--- config.mk ---
export PLATFORM = sky130hd
export DESIGN_NAME = imem_loader
export DESIGN_NICKNAME = d
export VERILOG_FILES = /design/src/rtl/imem_loader.sv
export SDC_FILE = /design/constraint.sdc
export NUM_CORES = 2
export LEC_CHECK = 0
export BUFFER_PORTS_ARGS = -buffer_cell sky130_fd_sc_hd__buf_4
export CORE_UTILIZATION = 60
export DETAILED_ROUTE_END_ITERATION = 10
export GPL_ROUTABILITY_DRIVEN = 0
export PLACE_DENSITY_LB_ADDON = 0.25
export SLEW_MARGIN = 20
export SYNTH_ARGS = -nofsm -noshare
export SYNTH_HDL_FRONTEND = slang
export SYNTH_SLANG_ARGS = --single-unit
--- constraint.sdc ---
create_clock -name clk -period 7.57 [get_ports clk]
set_clock_uncertainty 0.05 [all_clocks]
set_input_delay 1.1355 -clock clk [delete_from_list [all_inputs] [get_ports clk]]
set_output_delay 1.1355 -clock clk [all_outputs]
set_load 0.02 [all_outputs]
--- src/rtl/imem_loader.sv ---
// imem_loader: streams a program into a 256x8 instruction RAM,
// then releases the core from reset and serves fetches from pc.
module imem_loader #(
  parameter int ADDR_W = 8,
  parameter int DATA_W = 8,
  parameter int DEPTH  = 256
) (
  input  logic              clk,
  input  logic              CLB,
  input  logic              load_start,
  input  logic [DATA_W-1:0] rx_data,
  input  logic              rx_valid,
  output logic              rx_ready,
  input  logic [ADDR_W-1:0] pc,
  output logic [DATA_W-1:0] input_ins,
  output logic              core_clb,
  output logic              running,
  output logic [ADDR_W:0]   load_count
);

  localparam int CW = ADDR_W + 1;

  localparam logic [1:0] S_IDLE = 2'd0;
  localparam logic [1:0] S_LEN  = 2'd1;
  localparam logic [1:0] S_DATA = 2'd2;
  localparam logic [1:0] S_RUN  = 2'd3;

  logic [1:0]        r_state;
  logic [ADDR_W-1:0] r_addr_q;
  logic [CW-1:0]     r_len;
  logic [CW-1:0]     r_load_count;
  logic              r_core_clb;
  logic              r_running;
  logic [DATA_W-1:0] r_mem [DEPTH];

  logic              w_xfer;
  logic              w_wr;
  logic [CW-1:0]     w_cnt_nxt;

  assign rx_ready  = (r_state == S_LEN) || (r_state == S_DATA);
  assign w_xfer    = rx_valid && rx_ready;
  // load_start beats a same-cycle transfer; that byte is dropped
  assign w_wr      = w_xfer && !load_start && (r_state == S_DATA);
  assign w_cnt_nxt = r_load_count + CW'(1);

  always_ff @(posedge clk or negedge CLB) begin
    if (!CLB) begin
      r_state      <= S_IDLE;
      r_addr_q     <= '0;
      r_len        <= '0;
      r_load_count <= '0;
      r_core_clb   <= 1'b0;
      r_running    <= 1'b0;
    end else if (load_start) begin
      r_state    <= S_LEN;
      r_addr_q   <= '0;
      r_core_clb <= 1'b0;
      r_running  <= 1'b0;
    end else begin
      unique case (1'b1)
        (r_state == S_LEN): begin
          if (w_xfer) begin
            // a zero length byte encodes a full-depth program
            r_len        <= (rx_data == '0) ? CW'(DEPTH)
                                            : CW'(rx_data);
            r_load_count <= '0;
            r_state      <= S_DATA;
          end
        end
        (r_state == S_DATA): begin
          if (w_xfer) begin
            r_load_count <= w_cnt_nxt;
            if (w_cnt_nxt == r_len) begin
              r_state    <= S_RUN;
              r_core_clb <= 1'b1;
              r_running  <= 1'b1;
            end
          end
        end
        (r_state == S_RUN): begin
          r_addr_q <= pc;
        end
        default: begin
        end
      endcase
    end
  end

  always_ff @(posedge clk) begin
    if (w_wr) begin
      r_mem[r_load_count[ADDR_W-1:0]] <= rx_data;
    end
  end

  assign input_ins  = (r_state == S_RUN) ? r_mem[r_addr_q] : '0;
  assign core_clb   = r_core_clb;
  assign running    = r_running;
  assign load_count = r_load_count;

endmodule

# Yosys cells after proc, flatten, opt, wreduce, memory -nomap -nowiden
# Memory sizes are Yosys's and may differ from the RTL's.
# Cells that the tools add are included.
# Widths: inputs -> output; s select.
[op_classes] n_div=0 bitwise=1 add_sub_neg=1 reduce_logical=16 muxes=18 mul=0 magnitude_cmp=0 eq_ne=9 n_shift=0
[ops] cell="$mux 9" n=3
[ops] cell="$mux 8" n=3
[ops] cell="$pmux 9 s2" n=1
[ops] cell="$reduce_bool 2->1" n=5
[ops] cell="$add 9x1->9 const B" n=1
[ops] cell="$eq 9x9->1" n=1
[ops] cell="$logic_not 8->1" n=1
[ops] cell="$mux 2" n=4
[ops] cell="$reduce_and 4->1" n=2
[ops] cell="$mux 1" n=6
[ops] cell="$ne 3x3->1 const B" n=2
[ops] cell="$reduce_and 3->1" n=2
[ops] cell="$eq 2x2->1 const B" n=2
[ops] cell="$ne 2x2->1 const B" n=2
[ops] cell="$pmux 2 s2" n=1
[ops] cell="$logic_and 1x1->1" n=3
[ops] cell="$ne 3x2->1 const B" n=1
[ops] cell="$reduce_bool 3->1" n=1
[ops] cell="$eq 2x1->1 const B" n=1
[ops] cell="$logic_not 1->1" n=1
[ops] cell="$logic_or 1x1->1" n=1
[ops] cell="$not 1->1" n=1
[totals] latch_bits=0 ram_bits=2048 rom_bits=0 regBits=29 mem_count=1
[mem_list] memory="r_mem" words=256 width=8 read_ports=1 rd_ports_with_merged_regs=0 write_ports=1 line_no="34" rtl="logic [DATA_W-1:0] r_mem [DEPTH];"

# Longest topological paths before layout
[depth] ltp_word=7 depth_mapped=13 depth_no_buf=9

# Worst setup path before layout
# OpenSTA, ideal clock, no wires.
[synth_timing] kind="register -> output" startpoint="register r_addr_q[0]" endpoint="output port input_ins[2]" n_path_buf=6 arrival_ps=2679 path_stages_with_launch=13 setup_slack_ps=3705 cell_sequence="dfrtp_1 > buf_6 > buf_12 > buf_12 > buf_12 > buf_8 > buf_8 > mux2i_1 > o221ai_1 > o22ai_1 > o21ai_0 > nand2_1 > o41ai_1"
[synth_between] elab_chain_len=2
[synth_lines] element="start: declaration" line_no="29" rtl="logic [ADDR_W-1:0] r_addr_q;"
[synth_lines] element="start signal: assignment" line_no="81" rtl="r_addr_q <= pc;"
[synth_lines] element="$mem_v2 256x8"
[synth_lines] element="$mux 8" line_no="95" rtl="assign input_ins = (r_state == S_RUN) ? r_mem[r_addr_q] : '0;"
[synth_lines] element="end: declaration" line_no="15" rtl="output logic [DATA_W-1:0] input_ins,"
# No other way between the ends.

# Worst setup path in the final report
[layout_timing] startpoint="register r_addr_q[0]" endpoint="output port input_ins[5]"
# The elaborated chain is that of the path after synthesis.

==> results.md <==
* Crit Path Class: reg2out
* Hold crit path type: in2async
* WL/cell at ~33 µm
* Worst-margin pin slew at about 1.2 ns
* First-pass GRT wire length at approximately 280 mm
* Worst path cell trace: buf_12 > buf_4 > buf_4 > mux4_2 > mux4_2 > nor2_1 > a221oi_1 > nand4_1 > o21ai_1 > buf_4
* Vias at roughly 41k
* Crit-path max cell delay at between 0.8 and 0.9 ns
* Sw Share at 23.6%
* P&R area growth vs syn at 9.49%
* Critical Path RT at around 6.4 ns
* Largest net degree at the start of global routing at between 150 and 200
* Layout Cells excl Fill at approximately 6.0k
* Final period utilization at 88.2%
* Status: finished, final reports clean
* Layout cell share with drive strength beyond 1 at between 10% and 20%
* CP most frequent cell: buf_4
* # fillers at 8644
* Net Count, Synth at approximately 4k
* Clock Latency Late Sink at slightly above 0.8 ns
* EDFF count, synth at 2048
* Synth Instances at approximately 4k
* Num CTS Buffers at between 150 and 200
* RSZ-0062 raised after global routing: false
* Combinational share of power at between 10% and 20%
* Total Wirelength at ~200 mm
* YS warnings at 0
* Core Region at ~0.14 mm²
* Leakage at approximately 0.027 µW
* Pint at roughly 19000 µW
* Max Slew Vio Count at 0
* Fin crit period at between 6 and 7 ns
* TritonCTS clock tree: yes
* Critical path's slowest cell: dfrtp_4
* PostCTS Resize Cnt at 0
* DP HPWL at roughly 120 mm
* P per Cell Area at roughly 280 mW/mm²
* Grt total ovfl at 0
* Worst Setup End Kind: output pin
* Clock Path Buffers at 3
* #FFs+latches synth at 2077
* Post-Syn Area per Cell at 20.8 µm²
* Design area at ~0.090 mm²
* Peak Freq at approximately 150 MHz
* Maximum VDD drop at approximately 0.26 mV
* DP Area at between 0.08 and 0.09 mm²
* Yosys cell types at 67
* Initial antenna violation count at 0
* Total area of sequential cells at 0.0622 mm²
* Io pins at 40
* CP max FO at 29
* Die height at 372 µm
* Remaining antenna violation count at 0
* GRT Total Usage at roughly 29%
* Psw at around 6000 µW
* Max Cap Viol at 0
* Multi-input logic area at between 0.015 and 0.02 mm²
* Starting Density at 60.6%
* Pre-antenna DRT Iters at 6
* Sequential area share after synthesis at 75.6%
* Nets at 4067
* Row cnt at around 140
* Clk pwr share at 38.7%
* Number of vias per cell at just under 7
* Port bufs at 39
* Max_slew headroom at roughly a fifth
* Initial detailed-routing violation count at approximately 5.4k
* Critical Path Start Type: flop
* Num Clock Sinks at roughly 2.1k
* Final Core Density at roughly two thirds
* Number of global-route vias before repair at around 40k
* Post-synthesis async set-or-reset flop share at roughly 1.4%
* Most used DFF post-synth: edfxtp_1
* Final Hold Viols at 0
* Placed insts at between 5k and 6k
* Root Buffer: clkbuf_16
* Setup TNS at 0 ns
* H-tree depth at 4
* Synth Cell Area at between 0.08 and 0.09 mm²
* Final setup violating endpoints at 0
* Number of remaining DRC errors at 0
* Crit path DAT at ~5.5 ns
* Post-CTS Setup Bufs at 0
* Die Wd at 372 µm
* Die area at roughly 0.14 mm²
* Post-CTS Hold Fix Bufs at 0
* Worst-path clk slew at 0.06 ns
* Sequential fraction of design power at between 50 and 60%
## cells by family (layout without fill, tap and decap cells)
family,after synthesis,in the layout,share of synthesized area [%]
flip-flops,2077,2077,75.6
multiplexers,706,706,15.8
AO/OA/AOI/OAI,349,349,2.96
XOR/XNOR,11,11,0.117
AND/OR/NAND/NOR,562,562,2.95
other,0,2,0
adder cells (fa/ha/maj),7,7,0.106
buffers and inverters,252,499,2.44
## layout make-up
type                            count  share of cell area, %
Antenna cell                        2                0.00556
Clock buffer                      249                   5.88
Clock inverter                    122                   1.24
Inverter                           13                 0.0611
Multi-Input combinational cell   1635                   20.1
Sequential cell                  2077                   69.1
Tap cell                         1781                   2.47
Timing Repair Buffer              115                   1.14
## final timing paths
| check | startpoint | end | slack [ns] | cells after the start |
|---|---|---|---|---|
| max in group asynchronous | CLB | r_addr_q[1] | 6.81 | 1 |
| hold / removal | CLB | running | 0.23 | 1 |
| setup reg to reg | r_state[0] | r_mem[188][7] | 2.83 | 9 |
| hold reg to reg | r_len[6] | r_len[6] | 0.48 | 1 |
| setup / recovery | r_addr_q[0] | input_ins[5] | 0.90 | 10 |
| min in group clk | r_len[6] | r_len[6] | 0.48 | 1 |
## per-stage QoR
stage | hold WS (ns) | setup slack, ns | total power, µW
CTS | 0.205 | 0.930 | 25400
finish | 0.229 | 0.895 | 25300
global route | 0.237 | 0.894 | 25900
floorplan | 0.451 | 3.71 | 14900
global placement | 0.464 | 1.79 | 15700
detailed placement | 0.471 | 1.92 | 15700
## synth_stat cells (5+ instances only)
library cell	instances	area (µm²)
nand2_1	97	364
dfrtp_1	29	726
or3_1	9	56.3
a221oi_1	6	52.6
a211oi_1	13	97.6
nor3_1	36	180
edfxtp_1	2048	61500
nand4_1	11	68.8
mux2i_1	247	2470
buf_8	25	375
mux4_1	99	2600
buf_6	20	225
nor2_1	313	1170
a31oi_1	5	31.3
nand2b_1	6	37.5
clkbuf_1	70	263
mux4_2	344	7750
o221ai_1	78	683
nor2b_1	10	62.6
or2_2	7	43.8
nor4_1	15	93.8
nand3_1	39	195
a22oi_1	24	180
o22ai_1	51	319
a21oi_1	55	275
buf_4	19	143
o211ai_1	6	45.0
buf_2	60	300
clkbuf_4	7	52.6
ha_1	7	87.6
mux2_2	16	180
clkbuf_8	11	151
inv_1	12	45.0
o21ai_0	68	340
buf_12	20	400
xnor2_1	10	87.6
o31ai_1	12	90.1
## power groups by stage
stage               Clock (µW)  Combinational [µW]  Sequential, µW
floorplan                    0                1910           12900
global placement             0                2700           13000
detailed placement           0                2720           13000
CTS                       9890                2740           12800
global route             10300                2860           12800
finish                    9820                2750           12800
## flip-flops by register name (all words and copies together), names as in the netlist
| signal | count |
|---|---|
| running | 1 |
| r_state | 2 |
| r_mem | 2048 |
| load_count | 9 |
| r_addr_q | 8 |
| r_len | 9 |
## metal layers
metal,track usage (%),wire (µm),vias to the layer above,share of wire (%)
li1,-,-,16700,-
met1,41.5,76700,21500,39
met2,44.1,93200,2338,48
met3,6.02,19100,345,9.7
met4,10.2,6860,0,3.5
met5,0,0,-,0
## layout by cell type, fill, tap and decap left out, types with 12 or more instances in the layout
| cell type | instances |
|---|---|
| o221ai_1 | 78 |
| clkinv_1 | 52 |
| clkbuf_1 | 44 |
| nor3_1 | 35 |
| edfxtp_1 | 2048 |
| clkinv_2 | 39 |
| o22ai_1 | 51 |
| nand3_1 | 39 |
| mux2i_1 | 247 |
| a22oi_1 | 24 |
| o31ai_1 | 12 |
| clkbuf_16 | 205 |
| dfrtp_1 | 25 |
| nor4_1 | 14 |
| o21ai_0 | 68 |
| mux2_2 | 16 |
| bufinv_16 | 20 |
| mux4_1 | 99 |
| a211oi_1 | 13 |
| buf_4 | 97 |
| a21oi_1 | 55 |
| nor2_1 | 309 |
| mux4_2 | 344 |
| nand2_1 | 96 |
## critical path: cells and delay by family, from the launching register on
family	cells	cell delay [ns]
multiplexers	2	0.51
AO/OA/AOI/OAI	2	1.35
buffers and inverters	4	1.34
AND/OR/NAND/NOR	2	0.48
flip-flops	1	0.85
Power figures use the tool's default switching activity.
